`src/rtl/pipe_hazard_ctrl.sv`:
```
// Hazard/forwarding controller for the 5-stage LEGv8 pipeline with a shadow EX/MEM/WB scoreboard.
// Build option: define FORWARDING_EN to enable EX operand forwarding (load-use-only stalls).
module pipe_hazard_ctrl #(
    parameter int RA        = 5,
    parameter int ZREG      = 31,
    parameter bit RF_BYPASS = 1'b1,
    parameter int CNT_W     = 32
) (
    input  logic             clk,
    input  logic             reset,
    input  logic             id_valid,
    input  logic [RA-1:0]    id_rs1,
    input  logic [RA-1:0]    id_rs2,
    input  logic             id_use1,
    input  logic             id_use2,
    input  logic             id_regwrite,
    input  logic             id_memread,
    input  logic [RA-1:0]    id_rd,
    input  logic             br_taken,
    output logic             pc_en,
    output logic             if_id_en,
    output logic             if_id_flush,
    output logic             id_ex_bubble,
    output logic             ex_mem_flush,
    output logic [1:0]       fwd_a,
    output logic [1:0]       fwd_b,
    output logic [CNT_W-1:0] stall_cnt,
    output logic [CNT_W-1:0] flush_cnt
);

    localparam logic [RA-1:0] ZR = RA'(ZREG);

    typedef struct packed {
        logic          rw;
        logic          mr;
        logic [RA-1:0] rd;
        logic [RA-1:0] rs1;
        logic [RA-1:0] rs2;
        logic          u1;
        logic          u2;
    } ex_ent_t;

    typedef struct packed {
        logic          rw;
        logic [RA-1:0] rd;
    } prod_ent_t;

    // Shadow scoreboard: _p0 = EX, _p1 = MEM, _p2 = WB
    logic      vld_p0, vld_p1, vld_p2;
    ex_ent_t   ex_p0;
    prod_ent_t mem_p1;
    prod_ent_t wb_p2;

    logic haz1, haz2, flush, stall;

    function automatic logic hit(input logic v, input logic rw,
                                 input logic [RA-1:0] rd, input logic [RA-1:0] r);
        return v & rw & (rd == r) & (r != ZR);
    endfunction

    function automatic logic [CNT_W-1:0] cnt_step(input logic [CNT_W-1:0] c, input logic en);
        return en ? c + CNT_W'(1) : c;
    endfunction

`ifdef FORWARDING_EN
    function automatic logic [1:0] fwd_sel(input logic use_src, input logic [RA-1:0] r,
                                           input logic ex_v, input logic mem_v, input prod_ent_t m,
                                           input logic wb_v, input prod_ent_t w);
        if (!(ex_v && use_src))
            return 2'd0;
        if (hit(mem_v, m.rw, m.rd, r))
            return 2'd2;
        if (hit(wb_v, w.rw, w.rd, r))
            return 2'd1;
        return 2'd0;
    endfunction
`endif

    always_comb begin
        haz1         = 1'b0;
        haz2         = 1'b0;
        fwd_a        = 2'd0;
        fwd_b        = 2'd0;
`ifdef FORWARDING_EN
        haz1  = hit(vld_p0, ex_p0.rw, ex_p0.rd, id_rs1) & ex_p0.mr;
        haz2  = hit(vld_p0, ex_p0.rw, ex_p0.rd, id_rs2) & ex_p0.mr;
        fwd_a = fwd_sel(ex_p0.u1, ex_p0.rs1, vld_p0, vld_p1, mem_p1, vld_p2, wb_p2);
        fwd_b = fwd_sel(ex_p0.u2, ex_p0.rs2, vld_p0, vld_p1, mem_p1, vld_p2, wb_p2);
`else
        haz1 = hit(vld_p0, ex_p0.rw, ex_p0.rd, id_rs1)
             | hit(vld_p1, mem_p1.rw, mem_p1.rd, id_rs1)
             | (!RF_BYPASS & hit(vld_p2, wb_p2.rw, wb_p2.rd, id_rs1));
        haz2 = hit(vld_p0, ex_p0.rw, ex_p0.rd, id_rs2)
             | hit(vld_p1, mem_p1.rw, mem_p1.rd, id_rs2)
             | (!RF_BYPASS & hit(vld_p2, wb_p2.rw, wb_p2.rd, id_rs2));
`endif
        // A taken branch squashes the stalled instruction anyway, so it overrides the stall
        flush        = br_taken & !reset;
        stall        = id_valid & ((id_use1 & haz1) | (id_use2 & haz2)) & !flush & !reset;
        pc_en        = !stall;
        if_id_en     = !stall;
        if_id_flush  = flush;
        id_ex_bubble = stall | flush;
        ex_mem_flush = flush;
    end

`ifdef FORWARDING_EN
    logic unused_cfg;
    assign unused_cfg = RF_BYPASS;
`else
    logic unused_src;
    assign unused_src = ^{ex_p0.mr, ex_p0.rs1, ex_p0.rs2, ex_p0.u1, ex_p0.u2};
`endif

    always_ff @(posedge clk) begin
        if (reset) begin
            vld_p0    <= 1'b0;
            vld_p1    <= 1'b0;
            vld_p2    <= 1'b0;
            stall_cnt <= '0;
            flush_cnt <= '0;
        end else begin
            vld_p0    <= id_valid & !stall & !flush;
            vld_p1    <= vld_p0 & !flush;
            vld_p2    <= vld_p1;
            stall_cnt <= cnt_step(stall_cnt, stall);
            flush_cnt <= cnt_step(flush_cnt, flush);
        end
    end

    always_ff @(posedge clk) begin
        ex_p0.rw  <= id_regwrite;
        ex_p0.mr  <= id_memread;
        ex_p0.rd  <= id_rd;
        ex_p0.rs1 <= id_rs1;
        ex_p0.rs2 <= id_rs2;
        ex_p0.u1  <= id_use1;
        ex_p0.u2  <= id_use2;
        mem_p1.rw <= ex_p0.rw;
        mem_p1.rd <= ex_p0.rd;
        wb_p2     <= mem_p1;
    end

endmodule
```
`config.mk`:
```
export PLATFORM = sky130hd
export DESIGN_NAME = pipe_hazard_ctrl
export DESIGN_NICKNAME = d
export VERILOG_FILES = /design/src/rtl/pipe_hazard_ctrl.sv
export SDC_FILE = /design/constraint.sdc
export NUM_CORES = 1
export LEC_CHECK = 0
export ABC_AREA = 1
export BUFFER_PORTS_ARGS = -buffer_cell sky130_fd_sc_hd__buf_2
export CELL_PAD_IN_SITES_DETAIL_PLACEMENT = 0
export CELL_PAD_IN_SITES_GLOBAL_PLACEMENT = 1
export CORE_ASPECT_RATIO = 0.5
export CORE_MARGIN = 3
export CORE_UTILIZATION = 40
export DETAILED_ROUTE_END_ITERATION = 12
export HOLD_SLACK_MARGIN = 0.1
export PLACE_DENSITY_LB_ADDON = 0.1
export SETUP_SLACK_MARGIN = 0.1
export SYNTH_ARGS = -nofsm -noshare
export SYNTH_HDL_FRONTEND = slang
export SYNTH_SLANG_ARGS = --single-unit
```
`constraint.sdc`:
```
create_clock -name clk -period 4.1 [get_ports clk]
set_clock_uncertainty 0.2 [all_clocks]
set_input_delay 0.615 -clock clk [delete_from_list [all_inputs] [get_ports clk]]
set_output_delay 0.615 -clock clk [all_outputs]
set_load 0.005 [all_outputs]
```
After elaboration in Yosys (flattened, before gate mapping)
Index checks and enable logic that the tools add are counted.
{"block": "totals", "reg_bits": 78, "out_inout_bits": 73, "wordCells": 42}
{"block": "classes", "addsub": 2, "eq_ne": 6, "n_bitwise": 23, "n_reduce_logical": 3}
{"op": "$add 32x1->32 const B", "n": 2}
{"op": "$eq 5x5->1", "n": 4}
{"op": "$and 1x1->1", "n": 19}
{"op": "$ne 5x5->1 const B", "n": 2}
{"op": "$or 1x1->1", "n": 4}
{"op": "$logic_not 1->1", "n": 3}

Logic depth before layout (Yosys ltp)
{"block": "depth", "depth_word": 12, "ltp_mapped": 14, "mapped_depth_nobuf": 13}

Worst setup path after synthesis
No wires, ideal clock.
{"block": "synth_path", "kind": "input to output", "startpoint": "in reset", "endpoint": "out pc_en", "t_arrival_ns": 1.698, "required_time_ns": 3.285, "setup_slack_ns": 1.587, "cell_stages": 8, "n_path_buf": 3, "cell_sequence": "buf_6 inv_6 nand2_4 inv_4 nor2_1 clkbuf_1 nand3_1 buf_4"}
{"block": "synth_between", "elab_chain_cells": 6}
{"element": "from (decl)", "line": "10", "rtl": "input logic reset,"}
{"element": "$logic_not 1->1", "line": "98", "rtl": "flush = br_taken & !reset;"}
{"element": "$and 1x1->1", "line": "98"}
{"element": "via ex_mem_flush", "line": "24", "rtl": "output logic ex_mem_flush,"}
{"element": "$logic_not 1->1", "line": "99", "rtl": "stall = id_valid & ((id_use1 & haz1) | (id_use2 & haz2)) & !flush & !reset;"}
{"element": "$and 1x1->1 (2 in a row)", "line": "99"}
{"element": "$logic_not 1->1"}
{"element": "to (decl)", "line": "20", "rtl": "output logic pc_en,"}
The timed path passes the listed nets, and every way through them passes these cells.

Final worst setup path
{"block": "layout_path", "startpoint": "in reset", "endpoint": "out pc_en"}
{"block": "layout_between", "elab_chain_cells": 6}
{"element": "$logic_not 1->1 *", "line": "98, 99"}
{"element": "$and 1x1->1", "line": "98"}
{"element": "$logic_not 1->1", "line": "99"}
{"element": "$and 1x1->1", "line": "99"}
{"element": "$and 1x1->1 *", "line": "99"}
{"element": "$logic_not 1->1 *", "line": "100", "rtl": "pc_en = !stall;"}
Every way passes the cells marked *; elsewhere a longest branch is shown, timed or not.

==> results.txt <==
The run finished with clean final reports. Setup total negative slack on the finished layout was measured at 0 ps. Summed over all nets, the half-perimeter wirelength after detailed placement is between 8000 and 9000 um. The signal on the critical path passes through buf_2 -> inv_6 -> nand2_4 -> inv_4 -> nor2_2 -> buf_4 -> nand3_1 -> buf_2. For this run the aggregate overflow at the end of global routing stands at 0. After layout, the minimum clock period comes to 3150 ps.

TritonCTS built the clock tree. 0 antenna diodes ended up in the layout. Setup repair after global routing left no endpoint under its margin. The number of nets in the layout is approximately 830. The signed area change from the synthesized netlist to the final layout came out at 19.3%. The beginning of the critical path is reset. The number of placed instances with taps included came out at between 900 and 1000. The type of the tightest min-delay check is reg -> reg. The final core utilization is 0.504. The remaining routing DRC violations came out at 0. Using the TritonRoute via totals, the vias-per-cell ratio works out to ~4.7.

Of the cells placed in the final design, the portion with a size suffix greater than 1 is 0.165. The hold buffer count at cts is 0. The share of the Yosys chip area taken by registers is 0.353.

In this run the static leakage power is ~0.0026 uW. The number of warnings issued by yosys came out at 0. The via count of the routed design came out at roughly 4400. The overall die width came out at approximately 150 um.

The synthesized-area fraction occupied by ao, oa, aoi and oai cells is 0.0495. The worst setup path is launched from an input port. The number of hold violations in the final report is 0.

The final estimated routing congestion in global placement came out at between 0.8 and 0.9. The core region area is approximately 10000 um2. In this run, synthesis inferred 0 flip-flops with an integrated enable. The mux contribution to synthesized area came out at 0.00226. Post-CTS timing repair inserted 0 buffers for setup. The die is 80.4 um tall.

The critical hold path startpoint is ex_p0[18]. The worst path buffer plus inverter count came out at 5. The dominant delay contributor by cell family on the critical path is buffers and inverters. For this configuration, the core starts out at a cell density of 0.423.

Each instance of the synthesized netlist takes up on average 6.12 um2. In this design, the critical path's most frequently occurring cell is sky130_fd_sc_hd__buf_2. The total of cells resized after clock tree synthesis is 0. The I/O pin total is between 90 and 100. The count of cell types in the netlist came out at 37.

In this run the critical register-to-register path is captured at stall_cnt[21]. Counting the buffers created by CTS gives 9. The power density over the cells came out at 325 nW/um2.

VDD sags by at most ~0.00016 V. The cell depth of the worst setup path came out at 8. Synthesis produced 723 cells.

In this run the worst setup path terminates at pc_en. STA puts the critical path data arrival time at between 2000 and 2500 ps. Sorting the synthesized cells by area gives the leading types as sky130_fd_sc_hd__dfxtp_1 (35%), sky130_fd_sc_hd__nand2_1 (19%), sky130_fd_sc_hd__nor2_1 (11%).

The number of antenna-violating nets in the routed design came out at 0. In this run the critical register-to-register path is launched from ex_p0[14]. The number of antenna violations at the first check in global routing came to 0. The cell area that synthesis handed to floorplanning was around 4400 um2.

The via count of the first global-routing pass is 4122. The first global-routing pass estimated ~19000 um of wire. The achievable clock frequency came out at 0.317 GHz.

The number of pins with negative max-slew slack in the final report came out at 0. By area, the combinational part of the netlist is dominated by simple AND/OR/NAND/NOR gates. The proportion of register bits with asynchronous set or reset after synthesis is 0.

After clock tree synthesis, the clock-pin slew on the worst setup and hold paths is 60 ps. The peak fanout along the critical path is 55. The design draws 1720 uW. In this run the core area contains 26 standard-cell rows. The number of iterations in the first detailed-routing pass came out at 4. The full die area is 12400 um2. In this design, the stage delay of the slowest critical-path cell is 380 ps. In the final routed layout, each cell accounts on average for around 12 um. The worst-path cell with the longest stage delay is sky130_fd_sc_hd__buf_4. At the worst endpoint, the required time is ~3300 ps. The prevailing post-synth register cell is sky130_fd_sc_hd__dfxtp_1. Of the total synthesized cell area, the portion taken by full adders, half adders and majority gates is 0.00565. The deepest clock path buffer count came out at 2. The violation count after the first detailed-routing iteration came out at just under 300. The worst register-to-register path has a depth of 12. The pin count of the biggest net entering global routing is 56. The number of setup violations in the final report is 0. The clock reaches the later pin of the worst-skew pair after between 300 and 400 ps.

Of the total synthesized cell area, the portion taken by AND, OR, NAND and NOR gates is 0.458. The post-synthesis share of cell area spent on xor and xnor gates is 0.0138. The number of sinks on the clock net is about 80.

The share of the synthesized area in the top cell type is 0.353. The count of state elements after synthesis is between 70 and 80. Across every metal layer, demand over resource in global routing totals 0.189. Dividing the final minimum period by the clock period gives 0.769. CTS placed an instance of sky130_fd_sc_hd__clkbuf_16 at the clock tree root. The worst reg-to-reg setup slack is roughly 1800 ps. The setup path with the least slack is of type in -> out. The H-tree was split into 3 levels. The max-cap violation count came out at 0. The final layout contains routed wiring with a total length of 11300 um. The worst setup path is captured at a primary output. The number of cells in the finished layout apart from fillers is between 900 and 1000. The biggest area contributor in the post-synthesis netlist is sky130_fd_sc_hd__dfxtp_1. The number of buffers added on ports came out at 90.
## cells by family after synthesis
logic type                 after synthesis
AOI/OAI and AO/OA                       41
DFF                                     78
xor gates and xnor gates                 7
and+or+nand+nor                        467
muxes                                    1
buffers and inverters                  126
adders and majority gates                2
other                                    1
## placed cells by master (no fill, tap or decap), drive strengths merged
cell type  count
nand2        232
nor2         137
inv          103
buf           92
dfxtp         78
nand3         52
a21oi         22
nor3          21
nand4         18
o21ai         14
clkbuf        10
xor2           5
clkinv         5
nand3b         4
conb           4
o21a           2
xnor2          2
a31oi          2
ha             2
bufinv         2
o221a          1
nor3b          1
or2            1
mux2i          1
nor4           1
clkinvlp       1
## Yosys cell counts, types with 4 or more instances
master                     count
sky130_fd_sc_hd__nand3_1      52
sky130_fd_sc_hd__o21ai_0       4
sky130_fd_sc_hd__nand3b_1      4
sky130_fd_sc_hd__nor2_1      132
sky130_fd_sc_hd__buf_2         5
sky130_fd_sc_hd__nand2_1     227
sky130_fd_sc_hd__clkbuf_1      8
sky130_fd_sc_hd__xor2_1        5
sky130_fd_sc_hd__nand2_4       4
sky130_fd_sc_hd__nor3_1       20
sky130_fd_sc_hd__a21oi_1      22
sky130_fd_sc_hd__inv_2        10
sky130_fd_sc_hd__dfxtp_1      78
sky130_fd_sc_hd__inv_1        91
sky130_fd_sc_hd__buf_4         6
sky130_fd_sc_hd__nor2_8        4
sky130_fd_sc_hd__o21ai_1      10
sky130_fd_sc_hd__nand4_1      17
## per-layer routing
| layer | up-vias | GRT usage | wire, um |
|---|---|---|---|
| met3 | 4 | 0.0538 | 565 |
| met5 | - | 0 | 0 |
| met1 | 1958 | 0.239 | 5580 |
| met2 | 71 | 0.322 | 5130 |
| met4 | 0 | 0.0476 | 46 |
| li1 | 2407 | - | - |
## power by group
part           switching [uW]  internal [uW]  total, uW
clock network             327            533        859
logic                    55.2           27.1       82.3
registers                7.55            766        774
## final cells by class
type,instances,area [um2]
Clock inverter,6,86.3
Multi-Input combinational cell,522,2360
Clock buffer,10,229
Fill cell,1144,5190
Tap cell,140,175
Sequential cell,78,1560
Timing Repair Buffer,92,465
Inverter,105,402
## sequential cells by signal (all words and copies together) (netlist names)
signal / flops
ex_p0: 6
flush_cnt: 32
vld_p0: 1
vld_p1: 1
mem_p1: 6
stall_cnt: 32
## stage by stage
stage	hold WS [ps]	cell area, um2	worst slack [ps]
5_1_grt	160	5280	748
2_1_floorplan	131	4440	1590
6_report	151	5280	946
3_5_place_dp	142	4970	908
4_1_cts	155	5280	912
3_3_place_gp	143	4970	905
## worst min-delay path by stage
stage,slack [ps],cells after the start,endpoint
6_report,150,0,mem_p1[5]
5_1_grt,160,0,mem_p1[5]
4_1_cts,150,0,mem_p1[5]
3_5_place_dp,140,0,mem_p1[5]
3_3_place_gp,140,0,mem_p1[5]
2_1_floorplan,130,0,mem_p1[5]
No activity file was read; power rests on OpenSTA's default activity.
